File: src/rtl/inst_fetch_resp_if.sv
// Fetch-responder bus: PC-side request, byte-wide memory port and completion outputs.
interface inst_fetch_resp_if;
  logic        ce;
  logic [31:0] pc;
  logic        busy;
  logic        mem_re;
  logic [31:0] mem_addr;
  logic [7:0]  mem_rdata;
  logic [31:0] inst;
  logic [31:0] inst_pc;
  logic        inst_valid;
  logic        misalign;

  modport slave (
    input  ce, pc, mem_rdata,
    output busy, mem_re, mem_addr, inst, inst_pc, inst_valid, misalign
  );
  modport master (
    output ce, pc, mem_rdata,
    input  busy, mem_re, mem_addr, inst, inst_pc, inst_valid, misalign
  );
endinterface

File: src/rtl/inst_fetch_resp.sv
// Instruction-fetch responder: four byte reads assembled little-endian into one instruction.
// Optional INST_ALIGN_CHECK_EN: misaligned pc completes at once with a NOP and misalign=1.
module inst_fetch_resp (
  input  logic               clk,
  input  logic               rst,
  inst_fetch_resp_if.slave   bus
);
  typedef enum logic [1:0] {IDLE, FETCH, DRAIN, DONE} state_t;

  state_t      r_state, w_next;
  logic [31:0] r_base;
  logic [1:0]  r_cnt;
  logic [23:0] r_buf;
  logic [31:0] r_inst;
  logic [31:0] r_inst_pc;
  logic        r_misalign;
  logic        w_busy;
  logic        w_accept;
  logic        w_misalign_req;

  assign w_busy   = (r_state == FETCH) || (r_state == DRAIN);
  assign w_accept = bus.ce && !w_busy;

`ifdef INST_ALIGN_CHECK_EN
  assign w_misalign_req = w_accept && (bus.pc[1:0] != 2'b00);
`else
  assign w_misalign_req = 1'b0;
`endif

  always_comb begin
    w_next = r_state;
    case (r_state)
      IDLE, DONE: begin
        if (w_accept) w_next = w_misalign_req ? DONE : FETCH;
        else          w_next = IDLE;
      end
      FETCH:   if (r_cnt == 2'd3) w_next = DRAIN;
      DRAIN:   w_next = DONE;
      default: w_next = IDLE;
    endcase
  end

  always_ff @(posedge clk) begin
    if (rst) begin
      r_state    <= IDLE;
      r_base     <= '0;
      r_cnt      <= '0;
      r_buf      <= '0;
      r_inst     <= '0;
      r_inst_pc  <= '0;
      r_misalign <= 1'b0;
    end else begin
      r_state    <= w_next;
      r_misalign <= 1'b0;
      if (w_accept) begin
        r_base <= bus.pc;
        r_cnt  <= '0;
        if (w_misalign_req) begin
          r_inst     <= 32'h0000_0013;
          r_inst_pc  <= bus.pc;
          r_misalign <= 1'b1;
        end
      end
      // Read data lags the read by one cycle, so FETCH with cnt=k captures byte k-1.
      if (r_state == FETCH) begin
        r_cnt <= r_cnt + 2'd1;
        case (r_cnt)
          2'd1:    r_buf[7:0]   <= bus.mem_rdata;
          2'd2:    r_buf[15:8]  <= bus.mem_rdata;
          2'd3:    r_buf[23:16] <= bus.mem_rdata;
          default: ;
        endcase
      end
      if (r_state == DRAIN) begin
        r_inst    <= {bus.mem_rdata, r_buf};
        r_inst_pc <= r_base;
      end
    end
  end

  assign bus.busy       = w_busy;
  assign bus.mem_re     = (r_state == FETCH);
  assign bus.mem_addr   = (r_state == FETCH) ? (r_base + {30'd0, r_cnt}) : 32'd0;
  assign bus.inst       = r_inst;
  assign bus.inst_pc    = r_inst_pc;
  assign bus.inst_valid = (r_state == DONE);
  assign bus.misalign   = r_misalign;
endmodule

File: src/flat_wrapper.sv
// flat-port wrapper written by rule: the top's interface ports become plain ports
module inst_fetch_resp_flat 
  (clk, rst, bus_ce, bus_pc, bus_mem_rdata, bus_busy, bus_mem_re, bus_mem_addr, bus_inst, bus_inst_pc, bus_inst_valid, bus_misalign);
  inst_fetch_resp_if bus_i ();
  input  logic clk;
  input  logic rst;
  input wire logic [$bits(bus_i.ce)-1:0] bus_ce;
  input wire logic [$bits(bus_i.pc)-1:0] bus_pc;
  input wire logic [$bits(bus_i.mem_rdata)-1:0] bus_mem_rdata;
  output wire logic [$bits(bus_i.busy)-1:0] bus_busy;
  output wire logic [$bits(bus_i.mem_re)-1:0] bus_mem_re;
  output wire logic [$bits(bus_i.mem_addr)-1:0] bus_mem_addr;
  output wire logic [$bits(bus_i.inst)-1:0] bus_inst;
  output wire logic [$bits(bus_i.inst_pc)-1:0] bus_inst_pc;
  output wire logic [$bits(bus_i.inst_valid)-1:0] bus_inst_valid;
  output wire logic [$bits(bus_i.misalign)-1:0] bus_misalign;
  assign bus_i.ce = bus_ce;
  assign bus_i.pc = bus_pc;
  assign bus_i.mem_rdata = bus_mem_rdata;
  assign bus_busy = bus_i.busy;
  assign bus_mem_re = bus_i.mem_re;
  assign bus_mem_addr = bus_i.mem_addr;
  assign bus_inst = bus_i.inst;
  assign bus_inst_pc = bus_i.inst_pc;
  assign bus_inst_valid = bus_i.inst_valid;
  assign bus_misalign = bus_i.misalign;
  inst_fetch_resp u_core (.clk(clk), .rst(rst), .bus(bus_i));
endmodule
File: config.mk
export PLATFORM = sky130hd
export DESIGN_NAME = inst_fetch_resp_flat
export DESIGN_NICKNAME = d
export VERILOG_FILES = /design/src/rtl/inst_fetch_resp_if.sv /design/src/rtl/inst_fetch_resp.sv /design/src/flat_wrapper.sv
export SDC_FILE = /design/constraint.sdc
export NUM_CORES = 1
export LEC_CHECK = 0
export CAP_MARGIN = 20
export CORE_MARGIN = 5
export CORE_UTILIZATION = 44
export CTS_BUF_LIST = sky130_fd_sc_hd__clkbuf_4 sky130_fd_sc_hd__clkbuf_8 sky130_fd_sc_hd__clkbuf_16
export DETAILED_ROUTE_END_ITERATION = 8
export GPL_ROUTABILITY_DRIVEN = 0
export PLACE_DENSITY = 0.88
export SKIP_CTS_REPAIR_TIMING = 1
export SYNTH_ARGS = -nofsm -noshare
export SYNTH_HDL_FRONTEND = slang
export SYNTH_SLANG_ARGS = --single-unit
export TNS_END_PERCENT = 100
File: constraint.sdc
create_clock -name clk -period 2.23 [get_ports clk]
set_input_delay 0.446 -clock clk [delete_from_list [all_inputs] [get_ports clk]]
set_output_delay 0.446 -clock clk [all_outputs]
set_load 0.1 [all_outputs]
==> results of run 1 <==
-- critical path, stage by stage (launching register included) --
cell and delay, ns:
dfxtp_2 0.34, ha_4 0.26, a21oi_2 0.05, or4_4 0.54, or4_1 0.57, a21oi_4 0.18
buf_12 0.19
-- cells by family (layout without fill, tap and decap cells) --
family / Yosys count / after routing / synth area share, %
XOR/XNOR: 9 / 9 / 1.48
multiplexers: 66 / 66 / 12.4
buffers and inverters: 60 / 263 / 4.88
adder cells (fa/ha/maj): 9 / 9 / 2.25
AO/OA/AOI/OAI: 100 / 100 / 11.0
flip-flops: 124 / 124 / 46.5
other: 1 / 1 / 0.0703
AND/OR/NAND/NOR: 259 / 259 / 21.4
-- layout by cell type, fill, tap and decap left out, types with 3 or more instances in the layout --
| cell type | Yosys | routed |
|---|---|---|
| buf_12 | 0 | 41 |
| mux2i_1 | 66 | 64 |
| or4_1 | 4 | 3 |
| nand2_1 | 105 | 105 |
| nand2b_1 | 11 | 11 |
| o21ai_1 | 0 | 3 |
| a21oi_4 | 0 | 10 |
| o41ai_4 | 0 | 9 |
| dfxtp_1 | 124 | 118 |
| xnor2_2 | 0 | 5 |
| nor2_1 | 78 | 69 |
| clkbuf_4 | 0 | 3 |
| or3_4 | 0 | 4 |
| o311ai_4 | 0 | 5 |
| buf_6 | 1 | 3 |
| and4_1 | 4 | 3 |
| ha_1 | 8 | 4 |
| and2_1 | 5 | 3 |
| buf_4 | 2 | 131 |
| clkinvlp_4 | 0 | 3 |
| nor2_4 | 0 | 9 |
| o21ai_0 | 6 | 3 |
| clkbuf_16 | 0 | 17 |
| inv_1 | 13 | 12 |
| dfxtp_2 | 0 | 6 |
| nand4_1 | 6 | 6 |
| xor2_2 | 0 | 3 |
| bufinv_16 | 0 | 3 |
| o31ai_1 | 4 | 3 |
| clkdlybuf4s50_1 | 0 | 41 |
| clkbuf_8 | 2 | 3 |
| nand3_1 | 31 | 31 |
| a21oi_1 | 69 | 58 |
| ha_4 | 0 | 4 |
-- cell type report --
type	instances	area, µm²
clock buffer	23	489
clock inverter	9	135
fill	728	3100
inverter	13	48.8
multi-input combinational	444	3250
sequential	124	2490
tap	147	184
timing repair buffer	218	2270
-- final timing paths --
check	from	to	slack [ns]	cells past startpoint
worst max-delay path	u_core.r_cnt[1]	bus_mem_addr[17]	-0.75	6
worst min-delay path	rst	u_core.bus.inst_pc[0]	0.42	2
worst max register to register	u_core.r_state[1]	u_core.r_buf[17]	0.44	7
worst min register to register	u_core.r_buf[8]	u_core.r_buf[8]	0.46	2
-- per-stage QoR --
stage          instance area, µm²  utilization, %  setup TNS, ns
4_1_cts                      8560            71.6         -20.68
3_3_place_gp                 7940            66.3          -5.63
5_1_grt                      8860            74.1         -18.29
2_1_floorplan                5820               -         -12.58
3_5_place_dp                 7940            66.3          -7.77
6_report                     8860            74.1         -16.18
-- per-layer routing --
metal	wire [µm]	track usage, %	part of all wire [%]
met3	1140	6.17	6.2
met5	0	0	0
met1	7020	27.2	38
met4	664	11.9	3.6
met2	9490	42.0	52
-- registers in the layout, indices dropped and copies added, names as in the netlist --
name and count:
u_core.r_cnt 2, u_core.r_base 32, u_core.bus.inst_pc 32, u_core.r_buf 24, u_core.bus.inst 32, u_core.r_state 2
-- power by group --
group	total, mW	internal (mW)	switching (mW)
combinational	4.25	1.42	2.83
clock	2.87	1.88	0.982
sequential	2.66	2.47	0.189
total	9.77	5.77	4.00
==> impl_metrics.csv, run 1 <==
group,metric,value,unit
clock_tree,cts_sinks,124,
clock_tree,htreeDepth,4,
yosys,synth_fp_nets,680,
yosys,synthCells,628,
yosys,synth_commonest_cells,"dfxtp_1, nand2_1, nor2_1",
worst_setup_path,cp.required,1.78,ns
yosys,yosysWarnings,0,
yosys,ys_seq_elements,124,
sta,fmax,336,MHz
yosys,yosysUniqueCellTypes,36,
grt,first_global_vias,5486,
worst_setup_path,critPathKind,"register to output port",
yosys,async_reset_ff_share,0,%
grt,antenna_found_initial,0,
worst_setup_path,start_kind,"register",
placement,pre_cts_slack,-0.558,ns
outcome,violations,"setup timing",
yosys,syn_avg_cell_area,8.49,µm²
floorplan,die_h,120,µm
placement,io_buffer_count,141,
route,ant_nets,0,
yosys,synth-main-ff-cell,"dfxtp_1",
job,drv_cap,0,
sta,setup_violations,30,
placement,dp_hpwl,12200,µm
hold_path,hp-class,"input pin to register",
floorplan,die_area,14400,µm²
clock_tree,clock_latency,0.42,ns
sta,rsz0062_at_grt,"true",
route,drt-wirelength-per-cell,18.7,µm
cells_and_area,antenna_cells,0,
yosys,synth_area_leaders,"dfxtp_1, mux2i_1, nand2_1, a21oi_1, nor2_1",
worst_setup_path,crit_path_max_fanout,7,
placement,place_inst,940,
cells_and_area,drive_above_1_share,33.6,%
power,p_leak,3.60,nW
worst_setup_path,cp.arrival,2.53,ns
sta,holdWs,0.416,ns
sta,fin_crit,2.98,ns
grt,grt_pass1_wl,27600,µm
yosys,synth_edf_count,0,
sta,fin_crit_sh,134,%
grt,grt_max_degree,57,
clock_tree,cts_buffer_depth,2,
power,power_density,1100,nW/µm²
clock_tree,numCtsBuffers,17,
power,vdd_drop_max,0.724,mV
clock_tree,cts_tree,"built",
yosys,synth_top_area_share,46.5,%
route,first_pass_iters,5,
yosys,yosysMostFrequentCell,"dfxtp_1",
route,wl,18300,µm
route,drc,0,
yosys,synth_area,5330,µm²
sta,setup_ws,-0.749,ns
power,total_power,9.77,mW
route,drt_iter0_drc,469,
floorplan,num_io_pins,143,
sta,finalMaxSlewViolations,0,
yosys,synth_top_area_cell,"dfxtp_1",
grt,grt_overflow,0,
floorplan,rows,40,
floorplan,core,12000,µm²
route,vias,5478,
outcome,status,"finished with violations",
clock_tree,cts.clk_slew.worst_paths,0.06,ns
cells_and_area,area_growth,66.1,%
cells_and_area,instances_no_fill,978,
yosys,yosysSeqAreaShare,46.5,%
worst_setup_path,critical_path.endpoint_type,"output port",
clock_tree,root_buffer,"clkbuf_16",
cells_and_area,fin_nets,870,
route,via_per_inst,5.60,
floorplan,die_w,120,µm
sta,final_hold_viol_count,0,
floorplan,initial_core_util,44.6,%
grt,gr-usage-all-layers,24.1,%
sta,skew,0.00694,ns
Note: power is estimated with default switching activity, not from simulation.
==> run 2: changes to the inputs <==
--- a/config.mk
+++ b/config.mk
@@ -10,8 +10,8 @@
 export CORE_UTILIZATION = 44
 export CTS_BUF_LIST = sky130_fd_sc_hd__clkbuf_4 sky130_fd_sc_hd__clkbuf_8 sky130_fd_sc_hd__clkbuf_16
 export DETAILED_ROUTE_END_ITERATION = 8
-export GPL_ROUTABILITY_DRIVEN = 0
 export PLACE_DENSITY = 0.88
+export RECOVER_POWER = 100
 export SKIP_CTS_REPAIR_TIMING = 1
 export SYNTH_ARGS = -nofsm -noshare
 export SYNTH_HDL_FRONTEND = slang
==> run 2 against run 1 <==
  * The run still ends with setup timing left
  * Global-route usage is the same
  * First-iteration DRC count shrank 10%
  * Largest power group unchanged
  * Critical path depth grew 2
  * Fmax is essentially flat
  * Worst setup slack gained 0.00078 ns
==> impl_metrics.csv, run 2 (same netlist as run 1, synthesis figures left out) <==
group,metric,value,unit
route,via_per_inst,5.59,
worst_setup_path,path_delay_family,"buffers and inverters",
sta,fin_crit,2.98,ns
worst_setup_path,crit_path_max_fanout,11,
worst_setup_path,critPathBufInv,3,
cells_and_area,area_growth,61.9,%
route,wl,18300,µm
worst_setup_path,critPathMostFrequentCell,"buf_12",
sta,setup_ws,-0.748,ns
floorplan,core,12000,µm²
cells_and_area,final_cell_mix,"dfxtp_1, nand2_1, clkbuf_2, nor2_1, mux2i_1",
sta,tightest_slew,1.31,ns
route,drc,0,
sta,setup_violations,31,
power,p_leak,3.53,nW
route,drt_iter0_drc,422,
job,drv_cap,0,
worst_setup_path,cpMaxStageDelayCell,"or4_4",
floorplan,die_area,14400,µm²
hold_path,hp-class,"input pin to register",
floorplan,num_io_pins,143,
worst_setup_path,slowest_delay,0.54,ns
grt,use_met3,6.17,%
worst_setup_path,start_kind,"register",
power,power_density,1110,nW/µm²
sta,fmax,336,MHz
clock_tree,root_buffer,"clkbuf_16",
grt,grt_util_met2,42.0,%
grt,grt_pass1_wl,27600,µm
outcome,status,"finished with violations",
worst_setup_path,critical_path.endpoint_type,"output port",
grt,gr-usage-all-layers,24.1,%
clock_tree,cts_sinks,124,
route,vias,5470,
power,vdd_drop_max,0.722,mV
grt,grt_max_degree,57,
sta,fin_crit_sh,134,%
clock_tree,numCtsBuffers,17,
grt,grtUsageMet1,27.2,%
route,first_pass_iters,5,
sta,skew,0.00654,ns
clock_tree,htreeDepth,4,
worst_setup_path,cp.arrival,2.53,ns
grt,grt_overflow,0,
floorplan,initial_core_util,44.6,%
placement,place_inst,940,
placement,dp_hpwl,12200,µm
worst_setup_path,cp_cell_sequence,"ha_4 -> a21oi_2 -> or4_4 -> buf_12 -> o311ai_0 -> buf_4 -> o41ai_4 -> buf_12",
cells_and_area,instances_no_fill,978,
placement,place.gp.congestion,0.864,
floorplan,rows,40,
cells_and_area,fin_util,72.2,%
cells_and_area,antenna_cells,0,
clock_tree,cts_buffer_depth,2,
floorplan,die_w,120,µm
sta,final_hold_viol_count,0,
outcome,violations,"setup timing",
route,ant_nets,0,
cells_and_area,fillers,787,
worst_setup_path,critPathKind,"register to output port",
cells_and_area,fin_nets,870,
route,drt-wirelength-per-cell,18.7,µm
sta,finalMaxSlewViolations,0,
cells_and_area,layout_commonest_cell,"dfxtp_1",
grt,busiest_layer,"met2",
cells_and_area,drive_above_1_share,33.2,%
sta,slew_headroom,12.9,%
clock_tree,clock_latency,0.42,ns
power,total_power,9.57,mW
clock_tree,cts.clk_slew.worst_paths,0.06,ns
sta,rsz0062_at_grt,"true",
placement,io_buffer_count,141,
worst_setup_path,cp.required,1.78,ns
floorplan,die_h,120,µm
grt,antenna_found_initial,0,
grt,first_global_vias,5486,
clock_tree,cts_tree,"built",
==> run 2: cell types whose count changed in the layout (fill, tap and decap cells not counted), moves of 2 or more <==
cell | before | now
buf_12 | 41 | 39
buf_4 | 131 | 62
clkbuf_2 | 0 | 70
ha_4 | 4 | 2
==> run 2: final cells by class <==
| type | count | area [µm²] | share of cell area, % |
|---|---|---|---|
| inverters | 13 | 48.8 | 0.565 |
| well taps | 147 | 184 | 2.13 |
| clock buffers | 23 | 489 | 5.67 |
| flip-flops and latches | 124 | 2490 | 28.8 |
| clock inverters | 9 | 135 | 1.57 |
| repair buffers | 218 | 2060 | 23.9 |
| multi-input cells | 444 | 3220 | 37.3 |
==> run 2: report_power, final <==
group          total, mW  switching, mW  internal, mW
Combinational       4.06           2.81          1.25
Sequential          2.65          0.179          2.47
Clock               2.87          0.984          1.88
==> run 2: per-layer routing <==
layer	vias up	wire, µm
li1	2544	-
met4	0	675
met2	243	9440
met3	64	1130
met5	-	0
met1	2619	7020
==> run 2: final timing paths <==
kind	from	to	slack, ns	depth (start not counted)
setup reg to reg	u_core.r_state[0]	u_core.bus.inst[28]	-0.03	5
hold / removal	rst	u_core.bus.inst_pc[0]	0.42	2
hold reg to reg	u_core.r_buf[8]	u_core.r_buf[8]	0.46	2
setup / recovery	u_core.r_cnt[1]	bus_mem_addr[23]	-0.75	8
==> run 2: per-stage QoR <==
stage / area [µm²] / setup TNS, ns / worst slack [ns] / hold WS (ns)
floorplan: 5820 / -12.58 / -0.727 / 0.436
global placement: 7940 / -5.63 / -0.379 / 0.441
detailed placement: 7940 / -7.77 / -0.558 / 0.451
CTS: 8560 / -20.68 / -1.03 / 0.398
global route: 8630 / -22.55 / -0.821 / 0.415
finish: 8630 / -16.36 / -0.748 / 0.417
